`config.mk`:
```
export PLATFORM = sky130hd
export DESIGN_NAME = uart_tx_fifo_flat
export DESIGN_NICKNAME = d
export VERILOG_FILES = /design/src/rtl/uart_tx_fifo_if.sv /design/src/rtl/uart_tx_fifo.sv /design/src/flat_wrapper.sv
export SDC_FILE = /design/constraint.sdc
export NUM_CORES = 1
export LEC_CHECK = 0
export ABC_CLOCK_PERIOD_IN_PS = 5080
export CAP_MARGIN = 20
export CORE_ASPECT_RATIO = 1.5
export CORE_UTILIZATION = 66
export CTS_CLUSTER_SIZE = 8
export DETAILED_ROUTE_END_ITERATION = 6
export GPL_ROUTABILITY_DRIVEN = 0
export PLACE_DENSITY = 0.82
export SYNTH_ARGS = -nofsm -noshare
export SYNTH_HDL_FRONTEND = slang
export SYNTH_SLANG_ARGS = --single-unit
```
`constraint.sdc`:
```
create_clock -name clk -period 5.08 [get_ports clk]
set_input_delay 1.524 -clock clk [delete_from_list [all_inputs] [get_ports clk]]
set_output_delay 1.524 -clock clk [all_outputs]
set_load 0.05 [all_outputs]
```
`src/rtl/uart_tx_fifo_if.sv`:
```
// Write-side handshake between the core and the buffered UART transmitter.
// The core is the master; the transmitter's FIFO is the slave.
interface uart_tx_fifo_if;
  logic       wr_vld;
  logic [7:0] wr_data;
  logic       wr_rdy;

  modport master (output wr_vld, output wr_data, input wr_rdy);
  modport slave  (input wr_vld, input wr_data, output wr_rdy);
endinterface

```
`src/rtl/uart_tx_fifo.sv`:
```
// Buffered UART transmitter: a circular FIFO of 8-bit words feeds a frame FSM
// that emits start, 8 data bits LSB first, optional parity and 1 or 2 stop bits.
module uart_tx_fifo #(
  parameter int CLK_HZ     = 25000000,
  parameter int BAUD       = 9600,
  parameter int FIFO_DEPTH = 16,
  parameter int PARITY_EN  = 1,
  parameter int PARITY_ODD = 0,
  parameter int STOP_BITS  = 1
) (
  input  logic                          clk,
  input  logic                          rst,
  uart_tx_fifo_if.slave                 wr,
  output logic                          tx,
  output logic                          busy,
  output logic [$clog2(FIFO_DEPTH):0]   fifo_count
);

  localparam int DIVISOR = CLK_HZ / BAUD;
  localparam int AW      = $clog2(FIFO_DEPTH);
  localparam int BW      = (DIVISOR > 1) ? $clog2(DIVISOR) : 1;

  localparam logic [BW-1:0] BAUD_LAST  = BW'(DIVISOR - 1);
  localparam logic [BW-1:0] BAUD_ONE   = BW'(1);
  localparam logic [AW-1:0] PTR_ONE    = AW'(1);
  localparam logic [AW:0]   CNT_ONE    = (AW+1)'(1);
  localparam logic [AW:0]   CNT_ZERO   = (AW+1)'(0);
  localparam logic [AW:0]   FULL_COUNT = (AW+1)'(FIFO_DEPTH);
  localparam logic          ODD        = (PARITY_ODD != 0);

  typedef enum logic [2:0] {
    IDLE   = 3'd0,
    START  = 3'd1,
    DATA   = 3'd2,
    PARITY = 3'd3,
    STOP   = 3'd4
  } state_t;

  logic [7:0]    mem [FIFO_DEPTH];
  logic [AW-1:0] wr_ptr;
  logic [AW-1:0] rd_ptr;
  logic [AW:0]   count;
  logic [AW:0]   count_next;
  logic          push;
  logic          pop;
  logic          empty;

  state_t        state;
  state_t        next_state;
  logic [BW-1:0] baud_cnt;
  logic [2:0]    bit_idx;
  logic          stop_idx;
  logic [7:0]    tx_data;
  logic          tx_next;
  logic          bit_end;
  logic          stop_last;

  function automatic logic parity_bit(input logic [7:0] d, input logic odd);
    return (^d) ^ odd;
  endfunction

  assign push       = wr.wr_vld & wr.wr_rdy;
  assign empty      = (count == CNT_ZERO);
  assign bit_end    = (baud_cnt == BAUD_LAST);
  assign stop_last  = (STOP_BITS == 2) ? stop_idx : 1'b1;
  assign fifo_count = count;

  // Occupancy after this edge; a simultaneous push and pop leaves it unchanged.
  always_comb begin
    count_next = count;
    case ({push, pop})
      2'b10:   count_next = count + CNT_ONE;
      2'b01:   count_next = count - CNT_ONE;
      default: count_next = count;
    endcase
  end

  // Storage array; stale words are unreachable once the pointers reset.
  always_ff @(posedge clk) begin
    if (push) begin
      mem[wr_ptr] <= wr.wr_data;
    end
  end

  // FIFO pointers, occupancy and registered ready.
  always_ff @(posedge clk or posedge rst) begin
    if (rst) begin
      wr_ptr    <= '0;
      rd_ptr    <= '0;
      count     <= CNT_ZERO;
      wr.wr_rdy <= 1'b1;
    end else begin
      if (push) begin
        wr_ptr <= wr_ptr + PTR_ONE;
      end
      if (pop) begin
        rd_ptr <= rd_ptr + PTR_ONE;
      end
      count     <= count_next;
      wr.wr_rdy <= (count_next != FULL_COUNT);
    end
  end

  // Frame FSM state register.
  always_ff @(posedge clk or posedge rst) begin
    if (rst) begin
      state <= IDLE;
    end else begin
      state <= next_state;
    end
  end

  // Next state, FIFO pop and the next line level; pop only sees the registered empty flag.
  always_comb begin
    next_state = state;
    pop        = 1'b0;
    tx_next    = tx;
    case (state)
      IDLE: begin
        tx_next = 1'b1;
        if (!empty) begin
          pop        = 1'b1;
          tx_next    = 1'b0;
          next_state = START;
        end else begin
          next_state = IDLE;
        end
      end
      START: begin
        if (bit_end) begin
          tx_next    = tx_data[0];
          next_state = DATA;
        end else begin
          tx_next = 1'b0;
        end
      end
      DATA: begin
        if (bit_end && (bit_idx == 3'd7)) begin
          if (PARITY_EN != 0) begin
            tx_next    = parity_bit(tx_data, ODD);
            next_state = PARITY;
          end else begin
            tx_next    = 1'b1;
            next_state = STOP;
          end
        end else if (bit_end) begin
          tx_next = tx_data[bit_idx + 3'd1];
        end else begin
          tx_next = tx_data[bit_idx];
        end
      end
      PARITY: begin
        if (bit_end) begin
          tx_next    = 1'b1;
          next_state = STOP;
        end else begin
          tx_next = parity_bit(tx_data, ODD);
        end
      end
      STOP: begin
        tx_next = 1'b1;
        if (bit_end && stop_last) begin
          if (!empty) begin
            pop        = 1'b1;
            tx_next    = 1'b0;
            next_state = START;
          end else begin
            next_state = IDLE;
          end
        end else begin
          next_state = STOP;
        end
      end
      default: begin
        tx_next    = 1'b1;
        next_state = IDLE;
      end
    endcase
  end

  // Line output, busy flag, bit timing counters and the word being shifted out.
  always_ff @(posedge clk or posedge rst) begin
    if (rst) begin
      tx       <= 1'b1;
      busy     <= 1'b0;
      baud_cnt <= '0;
      bit_idx  <= 3'd0;
      stop_idx <= 1'b0;
      tx_data  <= 8'h00;
    end else begin
      tx   <= tx_next;
      busy <= (next_state != IDLE);
      if (pop) begin
        tx_data <= mem[rd_ptr];
      end
      if ((state == IDLE) || bit_end) begin
        baud_cnt <= '0;
      end else begin
        baud_cnt <= baud_cnt + BAUD_ONE;
      end
      if ((state == DATA) && bit_end) begin
        bit_idx <= bit_idx + 3'd1;
      end else if (state != DATA) begin
        bit_idx <= 3'd0;
      end
      if ((state == STOP) && bit_end && !stop_last) begin
        stop_idx <= 1'b1;
      end else if ((state != STOP) || bit_end) begin
        stop_idx <= 1'b0;
      end
    end
  end

endmodule

```
`src/flat_wrapper.sv`:
```
// flat-port wrapper written by rule: the top's interface ports become plain ports
module uart_tx_fifo_flat 
#(
  parameter int CLK_HZ     = 25000000,
  parameter int BAUD       = 9600,
  parameter int FIFO_DEPTH = 16,
  parameter int PARITY_EN  = 1,
  parameter int PARITY_ODD = 0,
  parameter int STOP_BITS  = 1
)
  (clk, rst, tx, busy, fifo_count, wr_wr_vld, wr_wr_data, wr_wr_rdy);
  uart_tx_fifo_if wr_i ();
  input  logic clk;
  input  logic rst;
  output logic tx;
  output logic busy;
  output logic [$clog2(FIFO_DEPTH):0] fifo_count;
  input wire logic [$bits(wr_i.wr_vld)-1:0] wr_wr_vld;
  input wire logic [$bits(wr_i.wr_data)-1:0] wr_wr_data;
  output wire logic [$bits(wr_i.wr_rdy)-1:0] wr_wr_rdy;
  assign wr_i.wr_vld = wr_wr_vld;
  assign wr_i.wr_data = wr_wr_data;
  assign wr_wr_rdy = wr_i.wr_rdy;
  uart_tx_fifo #(.CLK_HZ(CLK_HZ), .BAUD(BAUD), .FIFO_DEPTH(FIFO_DEPTH), .PARITY_EN(PARITY_EN), .PARITY_ODD(PARITY_ODD), .STOP_BITS(STOP_BITS)) u_core (.clk(clk), .rst(rst), .wr(wr_i), .tx(tx), .busy(busy), .fifo_count(fifo_count));
endmodule
```
After elaboration in Yosys (flattened, before gate mapping)
Memories as Yosys holds them, arrays and structs flattened. A register that Yosys moved wholly into a read port is not among the register bits. Cells that the tools add are included.

$add $sub $neg: 6. Magnitude comparators: 2. Equality and inequality tests: 10. Multiplexer cells: 26. Bitwise gates (word level): 1. Reductions and logical operators: 8.

Operators by type and width (number): 3-bit 2-to-1 mux (6); 3-bit case mux with 5 select lines (1); 1-bit 2-to-1 mux (13); 12-bit by 1-bit adder with 12-bit output, second input constant (1); 12-bit equality test, second input constant (1); 12-bit 2-to-1 mux (1); 5-bit case mux with 2 select lines (1); 4-bit by 1-bit adder with 4-bit output, second input constant (2); 3-bit by 4-bit < comparator with 1-bit output, second input constant (2); 8-bit parity (1); 1-bit binary-select mux with 3-bit select (2); 3-bit by 2-bit equality test with 1-bit output, second input constant (2); 3-bit equality test, second input constant (2); 5-bit by 1-bit adder with 5-bit output, second input constant (1); 5-bit zero test (1); 5-bit inequality test, second input constant (1); 1-bit case mux with 5 select lines (1); 5-bit by 1-bit subtractor with 5-bit output, second input constant (1); 3-bit by 1-bit adder with 3-bit output, second input constant (1); 3-bit by 1-bit equality test with 1-bit output, second input constant (1); 3-bit zero test (1); 3-bit by 2-bit inequality test with 1-bit output, second input constant (1); 3-bit nonzero test (1); 2-bit by 1-bit equality test with 1-bit output, second input constant (1); other kinds (6) (7).

Bits in registers: 34. Bits in writable memories: 128. Input port bits: 11. Word-level logic and storage cells: 63. Memories: 1.

Memories: u_core.mem (words 16, width 8, rd ports 1, clocked after Yosys merged registers in 1, write ports 1, RTL line uart_tx_fifo.sv:39) `logic [7:0] mem [FIFO_DEPTH];`.

Logic depth before layout (Yosys ltp)
Gate-level depths: netlist of the first run.

Depth in word-level cells: 7. Mapped depth: 14. Gate-level depth less buffers: 13.

Worst setup path before layout of the first run
OpenSTA, ideal clock, no wires.

Path kind: in2reg. Start point: in wr_wr_vld. End point: reg u_core.wr.wr_rdy. Arrival time: 3325 ps. Required time: 4985 ps. Setup slack: 1660 ps. Cell stages on the path: 11. Buffers on the path: 0. Path through: nand2_1 -> o311ai_4 -> a21oi_4 -> xor2_1 -> ha_1 -> a21oi_1 -> nor2_1 -> a22o_2 -> o21ai_0 -> xnor2_1 -> nand4_1.

Longest elaborated chain between the ends: 4. Elaborated cells on any way between the ends: 5. Those cells by class: eq/ne: 3; mux: 1; bitwise: 1.

Ends and longest elaborated chain: start: declaration (RTL line flat_wrapper.sv:18) `input wire logic [$bits(wr_i.wr_vld)-1:0] wr_wr_vld;`; 1-bit bitwise AND (*) (RTL line uart_tx_fifo.sv:62) `assign push = wr.wr_vld & wr.wr_rdy;`; 2-bit by 1-bit equality test with 1-bit output / 2-bit equality test (equally long branches) (RTL line uart_tx_fifo.sv:71) `case ({push, pop})`; 5-bit case mux with 2 select lines (*) (RTL line uart_tx_fifo.sv:71); via u_core.count_next[4] (RTL line uart_tx_fifo.sv:43) `logic [AW:0] count_next;`; 5-bit inequality test (*) (RTL line uart_tx_fifo.sv:100) `wr.wr_rdy <= (count_next != FULL_COUNT);`; end signal: assignment (RTL line uart_tx_fifo.sv:100); end: declaration (RTL line uart_tx_fifo_if.sv:9) `modport slave (input wr_vld, input wr_data, output wr_rdy);`.

The timed path passes the listed nets; every way through them passes the cells marked *. A chain may end at the register's enable or synchronous reset.

Worst setup path after layout of the first run
Start point: in wr_wr_vld. End point: reg u_core.wr.wr_rdy.

Longest elaborated chain between the ends: 4. Elaborated cells on any way between the ends: 5. Those cells by class: eq/ne: 3; mux: 1; bitwise: 1.

Ends and longest elaborated chain (RTL line): 1-bit bitwise AND (*) (uart_tx_fifo.sv:62); 2-bit by 1-bit equality test with 1-bit output / 2-bit equality test (equally long branches) (uart_tx_fifo.sv:71); 5-bit case mux with 2 select lines (*) (uart_tx_fifo.sv:71); 5-bit inequality test (*) (uart_tx_fifo.sv:100).

Mark *: on every way between the ends. The rest lies on a longest branch, timed or not.

==> results.yml, run 1 <==
grt:
  grt_pass1_wl_um: 21940
  antenna_found_initial: 0
  grt_use_total: 0.2734
  grt_pass1_vias: 4071
  grt-ovfl-total: 0
  grt_max_degree: 36
power:
  p_leak_nw: 2.921
  p_total_mw: 4.552
  peakVddDrop_uv: 370.9
  p_per_area_nw_per_um2: 552.5
sta:
  tightest_slew_ns: 0.8487
  timing.final.crit_period_ns: 3.767
  maxSlewHeadroom: 0.4342
  clock_skew_ns: 0.01097
  final-setup-viol-count: 0
  whs_ns: 0.5003
  fmax_ghz: 0.2654
  min_period_over_period: 0.7416
  fin_ws_ns: 1.313
  rsz0062_at_grt: "no"
  finalHoldViolCount: 0
  finalSetupTns_ns: 0
  maxSlewViolCount: 0
floorplanning:
  num_rows: 46
  core_um2: 10650
  fp.dieH_um: 130.8
  die_area_um2: 11490
  start_util: 0.6857
  io_pins: 19
  fp.dieW_um: 87.88
drt:
  vias_per_cell: 6.188
  remaining_drc_errors: 0
  drtPass1Iterations: 5
  wl_um: 13910
  wl_per_cell_um: 22.77
  drtAntennaViolNets: 0
  drt_iter0_drc: 258
  vias: 3781
logic_synthesis:
  avgSynthCellArea_um2: 16.94
  synth_edf_count: 128
  synth_nets: 452
  ys_seq_area_frac: 0.6708
  yosys_warnings: 0
  netlist_top_cells_count: "128 x edfxtp_1, 44 x mux4_2, 40 x dfrtp_1, 38 x nand2_1, 19 x nor2_1"
  yosysTopAreaCell: "edfxtp_1"
  synthMostInstantiatedCell: "edfxtp_1"
  synthArstFlopShare: 0.2471
  synth_top_area_frac: 0.5265
  netlist_area_um2: 7301
  synthCells: 431
  synth_ff_type: "edfxtp_1"
  ys_ff_latch: 170
  synth_area_leaders: "edfxtp_1 53%, dfrtp_1 14%, mux4_2 14%"
  ys_types: 51
critical_path:
  slowest_delay_ns: 0.45
  worstPathCellList: "clkdlybuf4s50_1, nand2_1, o311ai_4, a21oi_4, xor2_1, ha_1, a21oi_1, nor2b_1, mux2_2, o31a_1, nand4_1"
  path_buf_inv: 1
  cp-end-kind: "register"
  cpMaxStageDelayCell: "clkdlybuf4s50_1"
  path_delay_family: "compound AO/OA/AOI/OAI gates"
  crit_required_ns: 5.45
  cp_max_fo: 8
  critical_path_arrival_ns: 4.14
  worstSetupPathType: "primary input to register"
  crit_path_start_kind: "primary input"
clocking:
  clk_pin_slew_ns: 0.07
  tritoncts: "yes"
  h-tree-depth: 4
  cts-root-buf: "clkbuf_16"
  clock_path_buffers: 2
  cts_resized: 0
  cts_buffers: 17
  holdBufCountCts: 0
  clock-sinks: 170
  clk_latency_ns: 0.43
  cts_setup_buffers: 0
run:
  drv_cap: 0
final_layout:
  nNetsFinal: 475
  area_growth_pct: 12.85
  drive_gt1_frac: 0.2034
  antenna_cells: 0
place:
  post-place-ws_ns: 0.9096
  io_buffers: 18
  dp_hpwl_um: 8764
worst_hold_path:
  hp-class: "register to register"
outcome:
  run_status: "completed"
-- state kept, by name, indices dropped and copies added (netlist names) --
name / cells
u_core.mem: 128
u_core.baud_cnt: 12
u_core.tx_data: 8
u_core.fifo_count: 5
u_core.rd_ptr: 4
u_core.wr_ptr: 4
u_core.bit_idx: 3
u_core.state: 3
u_core.busy: 1
u_core.tx: 1
u_core.wr.wr_rdy: 1
-- stage by stage --
stage | std cells | instance area, um2 | util
after floorplan | 431 | 7301 | -
after global placement | 578 | 7594 | 0.7132
after detailed placement | 579 | 7621 | 0.7157
after CTS | 611 | 8239 | 0.7738
after global routing | 611 | 8239 | 0.7738
final | 611 | 8239 | 0.7738
-- per-layer routing --
layer  vias to the layer above  global-route usage  wire length [um]  part of all wire
li1                       1718                   -                 -                 -
met1                      1947              0.3172              5209              0.37
met2                        94              0.4938              7908              0.57
met3                        22             0.06281               548             0.039
met4                         0             0.09643               244             0.018
met5                         -                   0                 0                 0
-- power by group --
| part | switching, mW | internal, mW |
|---|---|---|
| registers | 0.266 | 1.72 |
| clock network | 0.618 | 0.671 |
| logic | 0.625 | 0.649 |
| total | 1.51 | 3.04 |
-- placed cells by master (no fill, tap or decap), types with 2 or more instances in the layout --
cell type,Yosys,final
mux2_2,3,3
o21ai_0,4,4
nand3_1,8,8
clkdlybuf4s50_1,0,18
and3_1,7,7
xor2_1,9,9
clkinv_8,0,7
mux4_2,44,44
nor2_1,19,19
a21oi_1,6,6
dfstp_2,2,2
nand2_1,38,38
nand4_1,5,5
buf_4,0,2
edfxtp_1,128,128
inv_8,0,4
nand2b_1,2,2
dfrtp_1,40,38
xnor2_1,17,17
mux2i_1,4,4
nor3b_1,2,2
and2_1,14,14
or3_1,4,4
nor2b_1,5,5
dfrtp_2,0,2
ha_1,10,10
inv_6,0,3
o2111ai_1,2,2
nor3_1,8,8
clkbuf_16,0,17
inv_1,10,10
-- worst paths after layout --
check | from | cells after the start | to | slack, ns
worst min register to register | u_core.baud_cnt[0] | 1 | u_core.baud_cnt[0] | 0.50
worst min-delay path | u_core.baud_cnt[0] | 1 | u_core.baud_cnt[0] | 0.50
worst max register to register | u_core.fifo_count[1] | 11 | u_core.wr.wr_rdy | 1.55
max in group asynchronous | rst | 3 | u_core.rd_ptr[1] | 2.90
worst max-delay path | wr_wr_vld | 11 | u_core.wr.wr_rdy | 1.31
min in group asynchronous | rst | 2 | u_core.rd_ptr[3] | 1.51
-- kinds of logic (layout without fill, tap and decap cells) --
logic type	Yosys count	after routing	synth area share
muxes	52	52	0.1479
adders and majority gates	10	10	0.01714
xor gates and xnor gates	26	26	0.03119
DFF	170	170	0.6708
buffers and inverters	27	63	0.01680
and+or+nand+nor	118	118	0.08466
AOI/OAI and AO/OA	28	28	0.03154
-- cell type report --
type | instances | area [um2]
timing repair buffer | 21 | 222.7
fill | 599 | 2409
clock buffer | 17 | 425.4
clock inverter | 15 | 192.7
sequential | 170 | 4900
tap | 144 | 180.2
inverter | 10 | 37.54
multi-input combinational | 234 | 2281
(Power assumes the default switching activity.)
==> run 2, diff against run 1 <==
- ABC_CLOCK_PERIOD_IN_PS: 5080 -> 3080
- CORE_UTILIZATION: 66 -> 55
- PLACE_DENSITY: 0.82 -> 0.73
- clock period: 5.08 -> 3.08 ns (I/O delays scaled with it)
==> run 2 against run 1 <==
  * Clock power rose by 64%
  * Sequential cell count did not move
  * Die area rose by 20%
  * Critical path type is now register to register
  * Routed wire length fell by 0.55%
  * Core utilization fell by 12 points
  * Worst setup slack got worse by 1.0 ns
  * Combinational power rose by 80%
  * Highest routed layer unchanged
==> results.yml, run 2 (synthesis results as in run 1) <==
sta:
  rsz0062_at_grt: "no"
  fmax_ghz: 0.3579
  whs_ns: 0.4825
  finalHoldViolCount: 0
  finalSetupTns_ns: 0
  clock_skew_ns: 0.01330
  fin_ws_ns: 0.2861
  final-setup-viol-count: 0
  maxSlewHeadroom: 0.5551
  tightest_slew_ns: 0.6673
  maxSlewViolCount: 0
  timing.final.crit_period_ns: 2.794
  min_period_over_period: 0.9071
grt:
  grt_pass1_vias: 4165
  grt-ovfl-total: 0
  grt_pass1_wl_um: 22220
  grt_max_degree: 43
  grt_use_total: 0.2282
  antenna_found_initial: 0
floorplanning:
  fp.dieW_um: 96.07
  core_um2: 12950
  start_util: 0.5636
  io_pins: 19
  die_area_um2: 13750
  fp.dieH_um: 143.1
  num_rows: 51
clocking:
  clock_path_buffers: 2
  clk_pin_slew_ns: 0.07
  tritoncts: "yes"
  cts_setup_buffers: 0
  clk_latency_ns: 0.43
  clock-sinks: 170
  cts_resized: 0
  holdBufCountCts: 0
  cts-root-buf: "clkbuf_16"
  h-tree-depth: 4
  cts_buffers: 17
final_layout:
  regMostFlops: "u_core.mem"
  nNetsFinal: 501
  drive_gt1_frac: 0.2414
  largestRegisters: "u_core.mem x128, u_core.baud_cnt x12, u_core.tx_data x8"
  largest_register_ffs: 128
  fin_util: 0.6494
  fill_cells: 886
  stdcell_area_um2: 8412
  antenna_cells: 0
  layout_commonest_cell: "edfxtp_1"
  final_cell_mix: "128 x edfxtp_1, 44 x mux4_2, 39 x dfrtp_1"
  area_growth_pct: 15.22
drt:
  remaining_drc_errors: 0
  vias: 3915
  wl_per_cell_um: 21.22
  drtPass1Iterations: 4
  vias_per_cell: 6.005
  wl_um: 13840
  drtAntennaViolNets: 0
  drt_iter0_drc: 221
worst_hold_path:
  hold_path_end: "u_core.baud_cnt[0]"
  hp-class: "register to register"
  hold_depth: 1
  hp-start: "u_core.baud_cnt[0]"
outcome:
  run_status: "completed"
critical_path:
  cpMostUsedCell: "inv_1"
  slowest_delay_ns: 0.45
  cpMaxStageDelayCell: "dfrtp_1"
  r2r-start: "u_core.baud_cnt[7]"
  cp_max_fo: 5
  critical_path_arrival_ns: 3.12
  rrSetupSlack_ns: 0.29
  worstPathCellList: "nor4b_4, a41o_1, nand2b_1, or3_1, inv_1, ha_1, inv_1, o2bb2ai_1, nor3b_1, o21ai_0, xnor2_1, nand4_1"
  crit_path_start_kind: "register"
  r2r_cells: 12
  r2r_end: "u_core.wr.wr_rdy"
  worstSetupPathType: "register to register"
  cp-end-kind: "register"
  crit_required_ns: 3.41
place:
  post-place-ws_ns: -0.05738
  io_buffers: 18
  dp_hpwl_um: 9269
  placed_cell_area_um2: 7826
run:
  drv_cap: 0
power:
  peakVddDrop_uv: 518.6
  p_per_area_nw_per_um2: 905.3
  p_leak_nw: 3.043
[run 2: stage by stage]
step | power, mW | cells
final | 7.615 | 652
after global routing | 7.972 | 652
after CTS | 7.682 | 652
after detailed placement | 5.561 | 620
after global placement | 5.480 | 620
after floorplan | 4.853 | 431
[run 2: worst max-delay path by stage]
stage,from,to,cells past startpoint
after floorplan,u_core.fifo_count[1],u_core.wr.wr_rdy,12
after global routing,u_core.baud_cnt[7],u_core.wr.wr_rdy,12
after detailed placement,wr_wr_vld,u_core.wr.wr_rdy,12
after global placement,wr_wr_vld,u_core.wr.wr_rdy,12
after CTS,u_core.baud_cnt[7],u_core.wr.wr_rdy,12
final,u_core.baud_cnt[7],u_core.wr.wr_rdy,12
[run 2: routing by layer]
layer  vias up  share of wire  GRT usage
met5         -              0          0
met4         0          0.028     0.1037
met3        35          0.028    0.04633
met2        86           0.55     0.4043
met1      2028           0.39     0.2604
li1       1766              -          -
[run 2: power breakdown]
| group | internal, mW | leakage (nW) | switching [mW] |
|---|---|---|---|
| Combinational | 1.18 | 1.08 | 1.10 |
| Clock | 1.21 | 0.286 | 0.901 |
| Sequential | 2.84 | 1.68 | 0.382 |
| Total | 5.23 | 3.04 | 2.39 |
[run 2: area by class of cell]
| class | instances | area (um2) | share of cell area |
|---|---|---|---|
| inverters | 10 | 37.54 | 0.004462 |
| multi-input cells | 234 | 2281 | 0.2712 |
| clock buffers | 18 | 429.2 | 0.05102 |
| repair buffers | 47 | 410.4 | 0.04879 |
| well taps | 159 | 198.9 | 0.02365 |
| flip-flops and latches | 170 | 4898 | 0.5823 |
| clock inverters | 14 | 156.4 | 0.01859 |
[run 2: critical path: cells and delay by family (launching register included)]
kind | cells | cell delay, ns
and+or+nand+nor | 5 | 1.01
AOI/OAI and AO/OA | 3 | 0.66
DFF | 1 | 0.45
adders and majority gates | 1 | 0.21
buffers and inverters | 2 | 0.20
xor gates and xnor gates | 1 | 0.16
